--- src/rtl/perf_counter_unit_pkg.sv ---
// Shared definitions for the performance counter unit: run-state encoding,
// register word indices, counter slots and the STATUS word packing.
package perf_counter_unit_pkg;

  localparam int PERF_NUM_CNT = 7;

  typedef enum logic [1:0] {
    PERF_IDLE    = 2'd0,
    PERF_RUN     = 2'd1,
    PERF_HALTED  = 2'd2
  } perf_state_t;

  // Register word indices
  localparam logic [4:0] PERF_REG_CTRL      = 5'd0;
  localparam logic [4:0] PERF_REG_STATUS    = 5'd1;
  localparam logic [4:0] PERF_REG_SNAP_BASE = 5'd2;
  localparam logic [4:0] PERF_REG_SNAP_LAST = 5'd15;

  // CTRL bit positions
  localparam int PERF_CTRL_EN    = 0;
  localparam int PERF_CTRL_CLEAR = 1;
  localparam int PERF_CTRL_SNAP  = 2;

  // Counter slots
  localparam int PERF_CNT_CYCLE   = 0;
  localparam int PERF_CNT_INSTR   = 1;
  localparam int PERF_CNT_ICACHE  = 2;
  localparam int PERF_CNT_DCACHE  = 3;
  localparam int PERF_CNT_UNCACHE = 4;
  localparam int PERF_CNT_BRANCH  = 5;
  localparam int PERF_CNT_MISPRED = 6;

  function automatic logic [31:0] perf_status_word(
    input perf_state_t              st,
    input logic                     snap_valid,
    input logic [PERF_NUM_CNT-1:0]  sticky
  );
    return {{(32 - 3 - PERF_NUM_CNT){1'b0}}, sticky, snap_valid, st};
  endfunction

endpackage

--- src/rtl/perf_counter.sv ---
// One event counter: adds a 0..3 increment while enabled, clears with priority,
// and flags the cycle in which the addition carries out of the top bit.
module perf_counter #(
  parameter int CNT_WIDTH = 64
) (
  input  logic                 clk,
  input  logic                 rst,
  input  logic                 en,
  input  logic                 clear,
  input  logic [1:0]           inc,
  output logic [CNT_WIDTH-1:0] count,
  output logic                 wrap
);

  logic [CNT_WIDTH-1:0] count_q;
  logic [CNT_WIDTH-1:0] count_d;
  logic [CNT_WIDTH:0]   sum_ext;

  assign sum_ext = {1'b0, count_q} + (CNT_WIDTH + 1)'(inc);

  // NOTE: every always_comb output gets a default on entry so no path leaves
  // it unassigned; otherwise synthesis would infer a latch to hold it.
  always_comb begin
    count_d = count_q;
    if (clear) begin
      count_d = '0;
    end else if (en) begin
      count_d = sum_ext[CNT_WIDTH-1:0];
    end
  end

  // NOTE: clocked state uses <= so every flop samples pre-edge values; a
  // blocking = here would make results depend on block evaluation order.
  always_ff @(posedge clk) begin
    if (rst) begin
      count_q <= '0;
    end else begin
      count_q <= count_d;
    end
  end

  assign count = count_q;
  assign wrap  = en & ~clear & sum_ext[CNT_WIDTH];

endmodule

--- src/rtl/perf_counter_unit.sv ---
// Performance counter unit: seven event counters gated by an IDLE/RUN/HALTED
// state machine, snapshot copies for software reads, and a registered read port.
module perf_counter_unit
  import perf_counter_unit_pkg::*;
#(
  parameter int CNT_WIDTH = 64
) (
  input  logic        clk,
  input  logic        rst,
  input  logic        ev_icache_miss,
  input  logic        ev_dcache_miss,
  input  logic        ev_uncache,
  input  logic [1:0]  ev_retire,
  input  logic        ev_branch,
  input  logic        ev_mispredict,
  input  logic        ev_stop,
  input  logic        reg_we,
  input  logic        reg_re,
  input  logic [4:0]  reg_addr,
  input  logic [31:0] reg_wdata,
  output logic [31:0] reg_rdata,
  output logic        reg_rvalid
);

  perf_state_t             state_q;
  logic                    enable_q;
  logic                    snap_req_q;
  logic                    snap_valid_q;
  logic [PERF_NUM_CNT-1:0] sticky_q;
  logic [PERF_NUM_CNT-1:0] wrap;

  logic [CNT_WIDTH-1:0] count  [PERF_NUM_CNT];
  logic [CNT_WIDTH-1:0] snap_q [PERF_NUM_CNT];
  logic [1:0]           inc    [PERF_NUM_CNT];

  logic ctrl_wr;
  logic clear_pulse;
  logic snap_pulse;
  logic counting;
  logic stop_hit;

  assign ctrl_wr     = reg_we & (reg_addr == PERF_REG_CTRL);
  assign clear_pulse = ctrl_wr & reg_wdata[PERF_CTRL_CLEAR];
  assign snap_pulse  = ctrl_wr & reg_wdata[PERF_CTRL_SNAP];
  assign counting    = (state_q == PERF_RUN);
  assign stop_hit    = counting & ev_stop;

  logic unused_wdata;
  assign unused_wdata = ^reg_wdata[31:3];

  always_comb begin
    inc[PERF_CNT_CYCLE]   = 2'd1;
    inc[PERF_CNT_INSTR]   = ev_retire;
    inc[PERF_CNT_ICACHE]  = {1'b0, ev_icache_miss};
    inc[PERF_CNT_DCACHE]  = {1'b0, ev_dcache_miss};
    inc[PERF_CNT_UNCACHE] = {1'b0, ev_uncache};
    inc[PERF_CNT_BRANCH]  = {1'b0, ev_branch};
    inc[PERF_CNT_MISPRED] = {1'b0, ev_branch & ev_mispredict};
  end

  for (genvar i = 0; i < PERF_NUM_CNT; i++) begin : g_cnt
    perf_counter #(
      .CNT_WIDTH (CNT_WIDTH)
    ) u_cnt (
      .clk   (clk),
      .rst   (rst),
      .en    (counting),
      .clear (clear_pulse),
      .inc   (inc[i]),
      .count (count[i]),
      .wrap  (wrap[i])
    );
  end

  // A CTRL write always decides the next state; ev_stop only matters in RUN.
  // The stop cycle's events are already in the counters when the auto snapshot
  // is taken, because the copy happens one cycle later.
  always_ff @(posedge clk) begin
    if (rst) begin
      state_q    <= PERF_IDLE;
      enable_q   <= 1'b0;
      snap_req_q <= 1'b0;
    end else begin
      snap_req_q <= snap_pulse | stop_hit;
      if (ctrl_wr) begin
        enable_q <= reg_wdata[PERF_CTRL_EN];
        state_q  <= reg_wdata[PERF_CTRL_EN] ? PERF_RUN : PERF_IDLE;
      end else if (stop_hit) begin
        state_q <= PERF_HALTED;
      end
    end
  end

  // NOTE: the snapshot array is reset explicitly because software must read
  // zeros after reset; large storage without that need would skip the reset.
  always_ff @(posedge clk) begin
    if (rst) begin
      for (int i = 0; i < PERF_NUM_CNT; i++) begin
        snap_q[i] <= '0;
      end
      snap_valid_q <= 1'b0;
      sticky_q     <= '0;
    end else begin
      if (snap_req_q) begin
        for (int i = 0; i < PERF_NUM_CNT; i++) begin
          snap_q[i] <= count[i];
        end
        snap_valid_q <= 1'b1;
      end
      if (clear_pulse) begin
        sticky_q <= '0;
      end else begin
        sticky_q <= sticky_q | wrap;
      end
    end
  end

  // Read decode; snapshot words sit in low/high pairs from index 2 upward.
  logic [3:0]  snap_off;
  logic [2:0]  snap_idx;
  logic [63:0] snap_ext;
  logic [31:0] rd_word;

  assign snap_off = 4'(reg_addr - PERF_REG_SNAP_BASE);
  assign snap_idx = snap_off[3:1];
  assign snap_ext = 64'(snap_q[snap_idx]);

  always_comb begin
    rd_word = '0;
    if (reg_addr == PERF_REG_CTRL) begin
      rd_word = {31'b0, enable_q};
    end else if (reg_addr == PERF_REG_STATUS) begin
      rd_word = perf_status_word(state_q, snap_valid_q, sticky_q);
    end else if (reg_addr <= PERF_REG_SNAP_LAST) begin
      rd_word = snap_off[0] ? snap_ext[63:32] : snap_ext[31:0];
    end
  end

  // Sampling at the edge returns pre-write contents for a same-cycle write.
  always_ff @(posedge clk) begin
    if (rst) begin
      reg_rvalid <= 1'b0;
      reg_rdata  <= '0;
    end else begin
      reg_rvalid <= reg_re;
      reg_rdata  <= reg_re ? rd_word : '0;
    end
  end

endmodule

--- config.mk ---
export PLATFORM = sky130hd
export DESIGN_NAME = perf_counter_unit
export DESIGN_NICKNAME = d
export VERILOG_FILES = /design/src/rtl/perf_counter_unit_pkg.sv /design/src/rtl/perf_counter.sv /design/src/rtl/perf_counter_unit.sv
export SDC_FILE = /design/constraint.sdc
export NUM_CORES = 2
export LEC_CHECK = 0
export ABC_AREA = 1
export CAP_MARGIN = 20
export CORE_MARGIN = 3
export CORE_UTILIZATION = 44
export CTS_CLUSTER_SIZE = 16
export DETAILED_ROUTE_END_ITERATION = 10
export SLEW_MARGIN = 5
export SYNTH_ARGS = -nofsm -noshare
export SYNTH_HDL_FRONTEND = slang
export SYNTH_HIERARCHICAL = 1
export SYNTH_SLANG_ARGS = --single-unit
--- constraint.sdc ---
create_clock -name clk -period 14.7 [get_ports clk]
set_clock_uncertainty 0.1 [all_clocks]
set_input_delay 2.94 -clock clk [delete_from_list [all_inputs] [get_ports clk]]
set_output_delay 2.94 -clock clk [all_outputs]
set_load 0.02 [all_outputs]
==> flow_summary.ini <==
[worst_hold_path]
min_path_type = reg -> reg
hold_start = enable_q
whs_path_depth = 2
whs_endpoint = enable_q

[routing]
vias = 46000
firstDrtPassIters = 6
wire_per_inst_um = 20.6
ant_nets = 0
wirelength_mm = 179
avgViaCountPerCell = 5.28
drt_iter0_markers = 4943
drc = 0

[synth]
ys_async_sr_fraction_pct = 0
syn_inst = 7091
syn_area_per_cell_um2 = 7.06
ys_seq_area_share_pct = 46.6
synth.most_common_cell = nor2_1
synth_seq_cells = 941
yosys_warnings = 6
synth.top_cells.by_area = edfxtp_1, dfxtp_1, nor2_1, nand2_1, inv_1
yosys.area.top_type_share_pct = 26.9
yosys-top-cells-count = nor2_1, nand2_1, inv_1
ys.flop_type = dfxtp_1
synthDistinctLibCells = 44
synth-edff-count = 448
syn_area_mm2 = 0.0501
synth_top_cell_by_area = edfxtp_1

[setup_path]
r2r_cells = 3
cp_slowest_stage_delay_ns = 0.76
crit_path_frequent_cell = buf_4
worst_setup_path_start_kind = primary input
crit_chain = buf_2 > buf_4 > inv_1 > nand4_2 > inv_1 > nand2_1 > nor2_4 > buf_4 > nor2_2 > buf_4 > clkinv_1 > a21oi_1 > o21a_1
crit_required_ns = 15.22
critPathMaxFanout = 57
endpoint_kind = flop
critPathSlowestCell = clkinv_1
ff2ff_setup_slack_ns = 11.02
r2r-end = snap_q[4][36]
regToRegStartpoint = snap_req_q
worstSetupPathType = in -> reg
cp_data_arrival_time_ns = 6.97

[clocking]
insertion_delay_ns = 0.70
clk_pin_slew_ns = 0.06
clock_sinks = 941
cts_root_buf = clkbuf_16
cts_setup_buffers = 0
clock_path_buffers = 3
cts_htree_levels = 3
ctsHoldBuffers = 0
ctsResizeCount = 0
tritoncts = built
cts_inserted_buffers = 108

[cells_and_area]
fin_nets = 7176
diodes = 0
layout-drive-gt1-share_pct = 6.25
syn_to_final_growth_pct = 11.4
final_area_mm2 = 0.0558
fillers = 11400

[floorplanning]
initial_core_util_pct = 44.5
ios = 82
dieWidth_um = 343
dieArea_mm2 = 0.118
row_count = 123
core_area_mm2 = 0.113
die-height_um = 343

[sta]
rsz0062_at_grt = false
final.period_utilization_pct = 43.9
tightest_slew_ns = 1.05
setup_viol = 0
post-route-min-period_ns = 6.45
slew_violations = 0
maxSlewHeadroom_pct = 29.7
final_hold_viol_count = 0
setup_tns_ns = 0
fmax_mhz = 155

[power_and_ir_drop]
ir_drop_mv = 0.0992
p_sw_share_pct = 23.8
clkPwrFrac_pct = 48.5
seq_power_share_pct = 46.3
p_comb_share_pct = 5.2
leakagePower_nw = 19.1
p_int_mw = 4.60
p_sw_mw = 1.44
cellPowerDensity_mw_per_mm2 = 108

[job]
drv_cap = 0

[grt]
grtUsageTotal_pct = 29.8
antenna_found_initial = 2
grt_max_degree = 182
grt_pass1_wl_mm = 264
grt_overflow_total = 0
grt_pass1_vias = 42000

[run_status]
status = complete, no violations

[place]
hpwl_mm = 133
place.gp.congestion = 0.968
port_buffers = 52
place_area_mm2 = 0.0520
-- registers in the layout, indices dropped and copies added, names as in the netlist --
signal,count
sticky_q,7
snap_q,448
snap_req_q,1
state_q,2
snap_valid_q,1
reg_rdata,32
g_cnt.u_cnt/count,448
enable_q,1
reg_rvalid,1
-- per-layer routing --
| metal | track usage [%] | vias up | share of wire, % |
|---|---|---|---|
| li1 | - | 22400 | - |
| met1 | 40.3 | 21600 | 43 |
| met2 | 48.3 | 1677 | 46 |
| met3 | 4.19 | 268 | 7.1 |
| met4 | 11.6 | 0 | 4.1 |
| met5 | 0 | - | 0 |
-- logic make-up (layout without fill, tap and decap cells) --
family / count (synthesis) / after routing / share of synthesized area, %
xor+xnor: 43 / 43 / 0.752
fa+ha+maj: 23 / 23 / 0.679
buf+inv: 1191 / 1289 / 9.24
other cells: 2 / 13 / 0.0150
flops: 941 / 941 / 46.6
compound gates: 619 / 619 / 6.54
simple gates: 4272 / 4272 / 36.2
-- worst max-delay path by stage --
stage | startpoint | to | slack (ns) | cells past startpoint
after detailed placement | rst | snap_q[5][0] | 7.59 | 5
after global routing | reg_addr[0] | g_cnt[0].u_cnt/count[8] | 8.12 | 13
after floorplan | rst | snap_q[0][0] | 5.17 | 3
final | reg_addr[0] | g_cnt[4].u_cnt/count[8] | 8.25 | 13
after global placement | rst | snap_q[4][36] | 7.64 | 5
after CTS | rst | snap_q[4][36] | 8.32 | 5
-- cell usage in the layout, fill, tap and decap left out, drive strengths merged, types with 13 or more instances in the layout --
| cell | netlist | routed |
|---|---|---|
| a21oi | 243 | 243 |
| and3 | 20 | 20 |
| buf | 122 | 40 |
| bufinv | 0 | 20 |
| clkbuf | 75 | 136 |
| clkdlybuf4s50 | 0 | 49 |
| clkinv | 8 | 46 |
| conb | 2 | 13 |
| dfxtp | 493 | 493 |
| edfxtp | 448 | 448 |
| ha | 16 | 16 |
| inv | 986 | 992 |
| nand2 | 1685 | 1685 |
| nand3 | 448 | 448 |
| nand4 | 138 | 138 |
| nor2 | 1886 | 1886 |
| nor3 | 77 | 77 |
| o211ai | 18 | 18 |
| o21ai | 297 | 297 |
| o21bai | 15 | 15 |
| o22ai | 21 | 21 |
| xor2 | 42 | 42 |
-- area by class of cell --
type | count | area (um^2) | share of cell area (%)
Clock buffer | 136 | 2900 | 5.20
Timing Repair Buffer | 89 | 805 | 1.44
Inverter | 994 | 3740 | 6.70
Clock inverter | 70 | 935 | 1.67
Sequential cell | 941 | 23300 | 41.8
Multi-Input combinational cell | 4970 | 22200 | 39.8
Tap cell | 1500 | 1880 | 3.36
-- worst max-delay path, delay by kind of cell --
kind	cells	cell delay, ns
simple gates	4	0.63
buf+inv	7	2.78
compound gates	2	0.55
-- through the flow --
step / hold WS, ns / util [%] / instances / setup WS, ns / total power [mW]
after detailed placement: 0.342 / 46.1 / 8494 / 7.59 / 3.16
after global placement: 0.332 / 46.1 / 8494 / 7.64 / 3.16
final: 0.348 / 49.5 / 8700 / 8.25 / 6.05
after CTS: 0.352 / 49.5 / 8700 / 8.32 / 6.08
after floorplan: 0.314 / - / 7102 / 5.17 / 3.03
after global routing: 0.376 / 49.5 / 8700 / 8.12 / 6.21
-- power by group through the flow --
stage | logic [mW] | clock network (mW) | registers (mW)
final | 0.315 | 2.93 | 2.80
after global routing | 0.334 | 3.08 | 2.80
after CTS | 0.311 | 2.98 | 2.80
after detailed placement | 0.310 | 0 | 2.85
after global placement | 0.308 | 0 | 2.85
after floorplan | 0.175 | 0 | 2.86
Power figures use the tool's default switching activity.
